==> config.mk <==
export PLATFORM = sky130hd
export DESIGN_NAME = branch_recovery_ctrl
export DESIGN_NICKNAME = d
export VERILOG_FILES = /design/src/rtl/bp_pkg.sv /design/src/rtl/btap_upd_fifo.sv /design/src/rtl/branch_recovery_ctrl.sv
export SDC_FILE = /design/constraint.sdc
export NUM_CORES = 1
export LEC_CHECK = 0
export CORE_UTILIZATION = 50
export CTS_BUF_LIST = sky130_fd_sc_hd__clkbuf_4 sky130_fd_sc_hd__clkbuf_8
export CTS_CLUSTER_SIZE = 25
export DETAILED_ROUTE_END_ITERATION = 6
export HOLD_SLACK_MARGIN = 0.12
export PLACE_DENSITY_LB_ADDON = 0.2
export SLEW_MARGIN = 20
export SYNTH_ARGS = -nofsm -noshare
export SYNTH_HDL_FRONTEND = slang
export SYNTH_SLANG_ARGS = --single-unit
==> constraint.sdc <==
create_clock -name clk -period 18.2 [get_ports clk]
set_input_delay 4.55 -clock clk [delete_from_list [all_inputs] [get_ports clk]]
set_output_delay 4.55 -clock clk [all_outputs]
set_load 0.01 [all_outputs]
==> src/rtl/bp_pkg.sv <==
// Shared types for branch recovery: FSM encoding, tag widths, BTAP update
// record, and the age comparison used by lane arbitration and preemption.
package bp_pkg;
  localparam int TAG_W  = 4;
  localparam int BTAG_W = 5;
  localparam int ADDR_W = 32;

  typedef logic [TAG_W-1:0] tag_t;

  typedef enum logic [1:0] {
    IDLE     = 2'd0,
    REDIRECT = 2'd1,
    FLUSH    = 2'd2
  } rec_state_e;

  typedef struct packed {
    logic [BTAG_W-1:0] tag;
    logic [ADDR_W-1:0] addr;
  } btap_upd_t;

  // Age is distance from the ROB head modulo 16; smaller distance is older.
  function automatic logic older(input tag_t a, input tag_t b, input tag_t head);
    tag_t age_a;
    tag_t age_b;
    age_a = a - head;
    age_b = b - head;
    return age_a < age_b;
  endfunction
endpackage

==> src/rtl/btap_upd_fifo.sv <==
// BTAP update queue: FIFO of accepted branch target updates. A push on a full
// queue is discarded unless the head is leaving in the same cycle.
module btap_upd_fifo
  import bp_pkg::*;
#(
  parameter int QDEPTH = 2
) (
  input  logic      clk,
  input  logic      reset,
  input  logic      push,
  input  btap_upd_t din,
  input  logic      ready,
  output logic      we,
  output btap_upd_t dout,
  output logic      drop
);
  localparam int PW = (QDEPTH > 1) ? $clog2(QDEPTH) : 1;

  btap_upd_t     mem [QDEPTH];
  logic [PW-1:0] wr_ptr, rd_ptr;
  logic [PW:0]   cnt;
  logic          empty, full, pop, accept;

  function automatic logic [PW-1:0] bump(input logic [PW-1:0] p);
    return (p == PW'(QDEPTH - 1)) ? '0 : p + 1'b1;
  endfunction

  always_comb begin
    empty  = (cnt == '0);
    full   = (cnt == (PW+1)'(QDEPTH));
    pop    = !empty && ready;
    accept = push && (!full || pop);
    we     = !empty;
    dout   = empty ? '0 : mem[rd_ptr];
  end

  always_ff @(posedge clk) begin
    if (reset) begin
      wr_ptr <= '0;
      rd_ptr <= '0;
      cnt    <= '0;
      drop   <= 1'b0;
    end else begin
      drop <= push && full && !pop;
      if (accept) wr_ptr <= bump(wr_ptr);
      if (pop)    rd_ptr <= bump(rd_ptr);
      cnt <= cnt + (PW+1)'(accept) - (PW+1)'(pop);
    end
  end

  always_ff @(posedge clk) begin
    if (!reset && accept) mem[wr_ptr] <= din;
  end
endmodule

==> src/rtl/branch_recovery_ctrl.sv <==
// Two-lane branch mispredict recovery: picks the oldest mispredict, pulses a
// fetch redirect, holds flush for FLUSH_CYCLES, and queues BTAP updates.
module branch_recovery_ctrl
  import bp_pkg::*;
#(
  parameter int FLUSH_CYCLES = 2,
  parameter int QDEPTH       = 2
) (
  input  logic              clk,
  input  logic              reset,
  input  logic              ex0_valid,
  input  logic              ex0_pcsrc,
  input  tag_t              ex0_tag,
  input  logic [ADDR_W-1:0] ex0_pcbranch,
  input  logic [BTAG_W-1:0] ex0_btaptag,
  input  logic [ADDR_W-1:0] ex0_btapaddr,
  input  logic              ex1_valid,
  input  logic              ex1_pcsrc,
  input  tag_t              ex1_tag,
  input  logic [ADDR_W-1:0] ex1_pcbranch,
  input  logic [BTAG_W-1:0] ex1_btaptag,
  input  logic [ADDR_W-1:0] ex1_btapaddr,
  input  tag_t              head_tag,
  input  logic              btap_ready,
  output logic              redirect,
  output logic [ADDR_W-1:0] redirect_pc,
  output logic              flush,
  output tag_t              flush_tag,
  output logic              stall_fetch,
  output logic              btap_we,
  output logic [BTAG_W-1:0] btap_wtag,
  output logic [ADDR_W-1:0] btap_waddr,
  output logic              btap_drop
);
  rec_state_e        state, state_nx;
  logic [2:0]        fcnt, fcnt_nx;
  logic              c0, c1, pick1, accept;
  tag_t              win_tag;
  logic [ADDR_W-1:0] win_pc;
  btap_upd_t         win_upd, head_upd;

  always_comb begin
    c0      = ex0_valid && ex0_pcsrc;
    c1      = ex1_valid && ex1_pcsrc;
    // lane 1 only wins a tie-free age race; equal age stays with lane 0
    pick1   = c1 && (!c0 || older(ex1_tag, ex0_tag, head_tag));
    win_tag = pick1 ? ex1_tag : ex0_tag;
    win_pc  = pick1 ? ex1_pcbranch : ex0_pcbranch;
    win_upd = pick1 ? '{tag: ex1_btaptag, addr: ex1_btapaddr}
                    : '{tag: ex0_btaptag, addr: ex0_btapaddr};
    accept  = (c0 || c1) && (state == IDLE || older(win_tag, flush_tag, head_tag));
  end

  always_comb begin
    state_nx    = state;
    fcnt_nx     = fcnt;
    redirect    = 1'b0;
    flush       = 1'b0;
    stall_fetch = 1'b0;
    case (state)
      IDLE: ;
      REDIRECT: begin
        redirect    = 1'b1;
        stall_fetch = 1'b1;
        state_nx    = FLUSH;
        fcnt_nx     = 3'(FLUSH_CYCLES - 1);
      end
      FLUSH: begin
        flush       = 1'b1;
        stall_fetch = 1'b1;
        if (fcnt == '0) state_nx = IDLE;
        else            fcnt_nx  = fcnt - 1'b1;
      end
      default: state_nx = IDLE;
    endcase
    if (accept) state_nx = REDIRECT;
  end

  always_ff @(posedge clk) begin
    if (reset) begin
      state       <= IDLE;
      fcnt        <= '0;
      flush_tag   <= '0;
      redirect_pc <= '0;
    end else begin
      state <= state_nx;
      fcnt  <= fcnt_nx;
      if (accept) begin
        flush_tag   <= win_tag;
        redirect_pc <= win_pc;
      end
    end
  end

  btap_upd_fifo #(.QDEPTH(QDEPTH)) u_fifo (
    .clk   (clk),
    .reset (reset),
    .push  (accept),
    .din   (win_upd),
    .ready (btap_ready),
    .we    (btap_we),
    .dout  (head_upd),
    .drop  (btap_drop)
  );

  assign btap_wtag  = head_upd.tag;
  assign btap_waddr = head_upd.addr;
endmodule

==> results of run 1 <==
## placed cells by master (no fill, tap or decap), types with 2 or more instances in the layout
| cell | n |
|---|---|
| clkdlybuf4s50_1 | 233 |
| nand2_1 | 152 |
| nor2_1 | 82 |
| edfxtp_1 | 74 |
| dfxtp_1 | 46 |
| mux2i_1 | 38 |
| a21oi_2 | 29 |
| a211oi_2 | 29 |
| ha_1 | 24 |
| inv_1 | 21 |
| clkbuf_8 | 17 |
| a21oi_1 | 14 |
| xnor2_1 | 10 |
| buf_4 | 7 |
| xor2_1 | 6 |
| a211oi_1 | 6 |
| a21o_1 | 4 |
| fa_1 | 4 |
| bufinv_16 | 4 |
| nand2_2 | 3 |
| nor3_1 | 3 |
| clkinv_4 | 3 |
| inv_6 | 3 |
| nand3_1 | 2 |
| nor3b_2 | 2 |
| nand2b_1 | 2 |
| a311oi_2 | 2 |
| o21ai_0 | 2 |
| clkinv_2 | 2 |
## cells in the mapped netlist (all sizes together)
master | count | area, um2
a21oi | 43 | 324
a21o | 4 | 30.0
nor3b | 2 | 20.0
o2111ai | 1 | 15.0
nand3 | 2 | 10.0
mux2i | 39 | 394
fa | 4 | 80.1
nand2b | 2 | 12.5
xnor2 | 10 | 87.6
nor2 | 83 | 312
o211ai | 2 | 20.0
nand2 | 155 | 587
edfxtp | 74 | 2220
clkbuf | 16 | 60.1
dfxtp | 47 | 941
nor3 | 4 | 20.0
buf | 19 | 164
ha | 24 | 300
mux2 | 1 | 11.3
o2bb2a | 1 | 20.0
a31oi | 1 | 6.26
a311oi | 2 | 30.0
nand3b | 1 | 7.51
xor2 | 6 | 52.6
o21ai | 3 | 15.0
inv | 21 | 78.8
or3 | 1 | 6.26
a211oi | 35 | 408
and2 | 1 | 8.76
a21boi | 1 | 7.51
o21a | 1 | 7.51
## flip-flops by register name, summed over array words and instances (netlist names), named ones only
register	flops
u_fifo.wr_ptr	1
flush_tag	4
state	2
u_fifo.cnt	2
u_fifo.mem	74
redirect_pc	32
u_fifo.rd_ptr	1
u_fifo.drop	1
fcnt	3
## metal layers
metal / track usage / up-vias
met3: 0.0723 / 29
met5: 0 / -
met4: 0.102 / 2
li1: - / 2519
met1: 0.262 / 2425
met2: 0.459 / 178
## cell type report
type                       instances  area, um2
sequential                       121       3170
timing repair buffer             241       2390
tap                              168        210
clock inverter                    14        194
multi-input combinational        429       2820
inverter                          21       78.8
clock buffer                      18        241
fill                             860       3010
## power groups by stage
| stage | clock network (mW) | logic [mW] | registers [mW] |
|---|---|---|---|
| after floorplan | 0 | 0.257 | 0.375 |
| after global placement | 0 | 0.440 | 0.379 |
| after detailed placement | 0 | 0.453 | 0.382 |
| after CTS | 0.266 | 0.457 | 0.377 |
| after global routing | 0.277 | 0.494 | 0.381 |
| final | 0.261 | 0.451 | 0.377 |
## cell families after synthesis
group / count (synthesis) / synth area share
adders and majority gates: 28 / 0.0608
muxes: 40 / 0.0648
AOI/OAI and AO/OA: 94 / 0.141
xor gates and xnor gates: 16 / 0.0224
DFF: 121 / 0.505
buffers and inverters: 56 / 0.0484
and+or+nand+nor: 251 / 0.157
## through the flow
stage                     hold WS (ns)  instances  instance area, um2
after detailed placement         0.435        980                8660
after floorplan                  0.413        606                6260
final                            0.454       1012                9100
after CTS                        0.449       1012                9100
after global placement           0.426        980                8660
after global routing             0.482       1012                9100
## worst paths after layout
| path | from | to | slack, ns | cells past startpoint |
|---|---|---|---|---|
| min | fcnt[0] | fcnt[0] | 0.45 | 1 |
| max | head_tag[1] | u_fifo.mem[1][31] | 7.66 | 24 |
| max reg2reg | flush_tag[1] | u_fifo.mem[1][31] | 15.05 | 10 |
| min reg2reg | fcnt[0] | fcnt[0] | 0.45 | 1 |
## critical path, cell delays in order
cell	delay [ns]
clkdlybuf4s50_1	0.45
inv_1	0.29
ha_1	0.31
a21o_1	0.15
a21oi_1	0.17
xnor2_1	0.15
ha_1	0.28
a21oi_1	0.18
o2111ai_2	0.18
nand2_2	0.45
buf_4	0.51
nand2_1	0.17
nand2_1	0.14
ha_1	0.25
a21o_1	0.19
a21oi_1	0.20
xor2_1	0.20
xnor2_1	0.11
ha_1	0.33
a21oi_1	0.18
o2bb2a_4	0.18
o211ai_1	0.24
nor3b_2	0.24
buf_4	0.45
==> impl_metrics.tcl, run 1 <==
set metrics [dict create \
    outcome "complete, no violations" \
    required_ns 18.27 \
    holdBufCountCts 0 \
    htree_num_levels 4 \
    intPower_mw 0.719 \
    cts_sinks 121 \
    grt_pass1_wl_um 24900 \
    powerDensity_mw_per_mm2 120 \
    dp_slack_ns 7.24 \
    grt.total_usage 0.248 \
    first_iter_violations 208 \
    finalHoldViolations 0 \
    drive_gt1_frac 0.135 \
    yosys_warnings 0 \
    route.detailed.drc 0 \
    cts.path.max_buffers 2 \
    cts_resized 0 \
    yosysSeqAreaShare 0.505 \
    worst_pin_slew_ns 1.02 \
    routed_wl_um 15500 \
    power_frac_clock 0.239 \
    finalPower_mw 1.09 \
    vdd_drop_max_mv 0.0708 \
    grt_pass1_vias 5388 \
    p_sw_frac 0.339 \
    fp.dieH_um 114 \
    slew_headroom 0.320 \
    antennaDiodeCount 0 \
    worstHoldPathType "reg2reg" \
    synthToLayoutAreaGrowth_pct 45.4 \
    rsz0062_at_grt "no" \
    clk_latency_ns 0.43 \
    io_pins 235 \
    final_core_util 0.751 \
    start_util 0.517 \
    fmax_mhz 94.9 \
    cts_tree "done" \
    power.share.combinational 0.414 \
    max_cap_violations 0 \
    arrival_ns 10.61 \
    worst_slack_ns 7.66 \
    rows 40 \
    cp-end-kind "register" \
    netlist_area_mm2 0.00626 \
    fin_worst_skew_ns 0.00827 \
    wl_per_cell_um 15.3 \
    min_period_ns 10.54 \
    syn-num-nets 791 \
    tns_ns 0 \
    cts_buffers 17 \
    synth_cell_type_count 42 \
    grt_max_degree 74 \
    setup_viol 0 \
    wl_met1_um 5980 \
    cp_max_fo 44 \
    layout.nets 1016 \
    path_clk_slew_ns 0.07 \
    routed_via_density 5.09 \
    wl_met2_um 8060 \
    port-buffer-count 234 \
    startpoint_type "input port" \
    power_leakage_nw 3.43 \
    antenna_found_initial 1 \
    syn_avg_cell_area_um2 10.3 \
    die_w_um 114 \
    path_class "in2reg" \
    root_buffer "clkbuf_8" \
    gp_congestion 0.838 \
    fin_crit_sh 0.579 \
    core_region_area_mm2 0.0121 \
    overflow 0 \
    synth_cells 606 \
    dp_hpwl_um 10900 \
    seqPwrFrac 0.346 \
    cts_setup_buffers 0 \
    vias 5153 \
    wl_met3_um 1150 \
    top_layer_used "met5" \
    dieArea_mm2 0.0130 \
    ys_ff_latch 121 \
    slew_violations 0 \
    first_pass_iters 4 \
    ant_nets 0 \
    p_sw_mw 0.369 \
]
Power figures use the tool's default switching activity.
==> inputs of run 2 (changes only) <==
--- a/config.mk
+++ b/config.mk
@@ -5,7 +5,7 @@
 export SDC_FILE = /design/constraint.sdc
 export NUM_CORES = 1
 export LEC_CHECK = 0
-export CORE_UTILIZATION = 50
+export CORE_UTILIZATION = 46
 export CTS_BUF_LIST = sky130_fd_sc_hd__clkbuf_4 sky130_fd_sc_hd__clkbuf_8
 export CTS_CLUSTER_SIZE = 25
 export DETAILED_ROUTE_END_ITERATION = 6
==> constraint.sdc (replaced) <==
create_clock -name clk -period 9.9 [get_ports clk]
set_input_delay 2.475 -clock clk [delete_from_list [all_inputs] [get_ports clk]]
set_output_delay 2.475 -clock clk [all_outputs]
set_load 0.01 [all_outputs]
==> run 2 against run 1 <==
- setup slack worse by 5.9 ns
- wire length down 2.9%
- clock skew up 0.0040 ns
- sequential cell count unchanged
- cell count up 0.79%
- largest cell class unchanged
- utilization down 7.0 points
- combinational power up 82%
- clock-buffer cell count up 3
- global-route usage down 3.1 points
- via count down 2.1%
- power up 74%
- sequential share of layout area up 0.28 points
==> impl_metrics.tcl, run 2 (synthesized netlist as in run 1, its figures left out) <==
set metrics [dict create \
    antenna_found_initial 0 \
    power_leakage_nw 3.39 \
    fillCellCount 1043 \
    worstHoldStart "fcnt[0]" \
    placed_cells 989 \
    regMostFlops "u_fifo.mem" \
    r2r_start "flush_tag[1]" \
    cts_sinks 121 \
    hold_slack_ns 0.460 \
    layout_commonest_cell "clkdlybuf4s50_1" \
    rows 42 \
    core_region_area_mm2 0.0132 \
    cp_max_fo 44 \
    worstHoldPathType "reg2reg" \
    seqPwrFrac 0.364 \
    dp_hpwl_um 10700 \
    start_util 0.473 \
    largest_reg_flops 74 \
    worst_slack_ns 1.73 \
    grt.total_usage 0.217 \
    finish.cell_count_without_fillers 1020 \
    power_frac_clock 0.204 \
    port-buffer-count 234 \
    cts_resized 0 \
    route.detailed.drc 0 \
    dp_slack_ns 1.27 \
    max_cap_violations 0 \
    final_core_util 0.682 \
    worst_pin_slew_ns 0.733 \
    first_pass_iters 4 \
    clk_latency_ns 0.42 \
    layout_common_cells "clkdlybuf4s50_1, nand2_1, nor2_1" \
    finalHoldViolations 0 \
    drive_gt1_frac 0.133 \
    first_iter_violations 158 \
    startpoint_type "input port" \
    grt_pass1_vias 5222 \
    holdPathStages 1 \
    overflow 0 \
    reg2reg_slack_ns 6.79 \
    rr_endpoint "u_fifo.mem[1][2]" \
    cts_setup_buffers 0 \
    slew_headroom 0.511 \
    tns_ns 0 \
    rsz0062_at_grt "no" \
    powerDensity_mw_per_mm2 210 \
    synthToLayoutAreaGrowth_pct 44.2 \
    setup_viol 0 \
    wl_per_cell_um 14.7 \
    reg.largest.list "u_fifo.mem: 74 flops, redirect_pc: 32 flops, flush_tag: 4 flops" \
    grt_pass1_wl_um 24300 \
    io_pins 235 \
    htree_num_levels 4 \
    cp-end-kind "register" \
    fin_crit_sh 0.825 \
    root_buffer "clkbuf_8" \
    outcome "complete, no violations" \
    fp.dieH_um 119 \
    ant_nets 0 \
    crit_path_start "head_tag[1]" \
    p_sw_mw 0.650 \
    vdd_drop_max_mv 0.142 \
    routed_via_density 4.95 \
    stdcell_area_mm2 0.00903 \
    path_class "in2reg" \
    cts.path.max_buffers 2 \
    vias 5045 \
    fmax_mhz 122 \
    required_ns 9.95 \
    holdBufCountCts 0 \
    fin_worst_skew_ns 0.0123 \
    hold_end "fcnt[0]" \
    p_sw_frac 0.342 \
    arrival_ns 8.22 \
    path_clk_slew_ns 0.06 \
    min_period_ns 8.17 \
    layout.nets 1017 \
    grt_max_degree 50 \
    r2r_cells 10 \
    power.share.combinational 0.432 \
    routed_wl_um 15000 \
    slew_violations 0 \
    dieArea_mm2 0.0141 \
    cts_buffers 17 \
    antennaDiodeCount 0 \
    gp_congestion 0.877 \
    dpl_cell_area_mm2 0.00868 \
    die_w_um 119 \
    cts_tree "done" \
    intPower_mw 1.25 \
    finalPower_mw 1.90 \
]
run 2: changes by cell type in the layout (fill, tap and decap cells not counted), sizes merged:
cell,previous run,this run
bufinv,4,1
buf,8,9
inv,24,21
clkinv,6,7
clkbuf,18,21
clkinvlp,1,2
run 2: worst max-delay path: stages:
cell             delay (ns)
clkdlybuf4s50_1        0.45
inv_1                  0.28
ha_1                   0.30
a21o_1                 0.17
a21oi_1                0.17
xnor2_1                0.11
ha_1                   0.33
a21oi_1                0.19
o2111ai_2              0.18
nand2_2                0.45
buf_4                  0.51
nand2_1                0.16
nand2_1                0.09
ha_1                   0.25
a21oi_1                0.19
xor2_1                 0.19
xnor2_1                0.09
ha_1                   0.32
a21oi_1                0.18
o2bb2a_4               0.18
o211ai_1               0.23
nor3b_2                0.22
buf_4                  0.45
run 2: final cells by class:
class,instances,area [um2],share of cell area
Clock buffer,21,264,0.0292
Clock inverter,10,80.1,0.00887
Inverter,21,78.8,0.00873
Multi-Input combinational cell,429,2820,0.312
Sequential cell,121,3170,0.351
Tap cell,176,220,0.0244
Timing Repair Buffer,242,2400,0.266
run 2: power groups by stage:
stage / registers (mW) / clock network, mW / logic, mW
5_1_grt: 0.701 / 0.415 / 0.894
4_1_cts: 0.692 / 0.396 / 0.833
3_3_place_gp: 0.698 / 0 / 0.809
6_report: 0.692 / 0.387 / 0.819
3_5_place_dp: 0.702 / 0 / 0.830
2_1_floorplan: 0.690 / 0 / 0.472
run 2: how the worst max path moves through the flow:
stage	end	cells past startpoint
finish	u_fifo.mem[1][2]	23
global route	u_fifo.mem[0][8]	23
CTS	u_fifo.mem[1][2]	23
detailed placement	u_fifo.mem[1][23]	23
global placement	u_fifo.mem[1][29]	23
floorplan	u_fifo.mem[1][0]	23
run 2: routing by layer:
layer / up-vias / wire, um / global-route usage
met2: 170 / 7740 / 0.399
li1: 2519 / - / -
met1: 2338 / 6030 / 0.234
met3: 18 / 1020 / 0.0700
met4: 0 / 233 / 0.0680
met5: - / 0 / 0
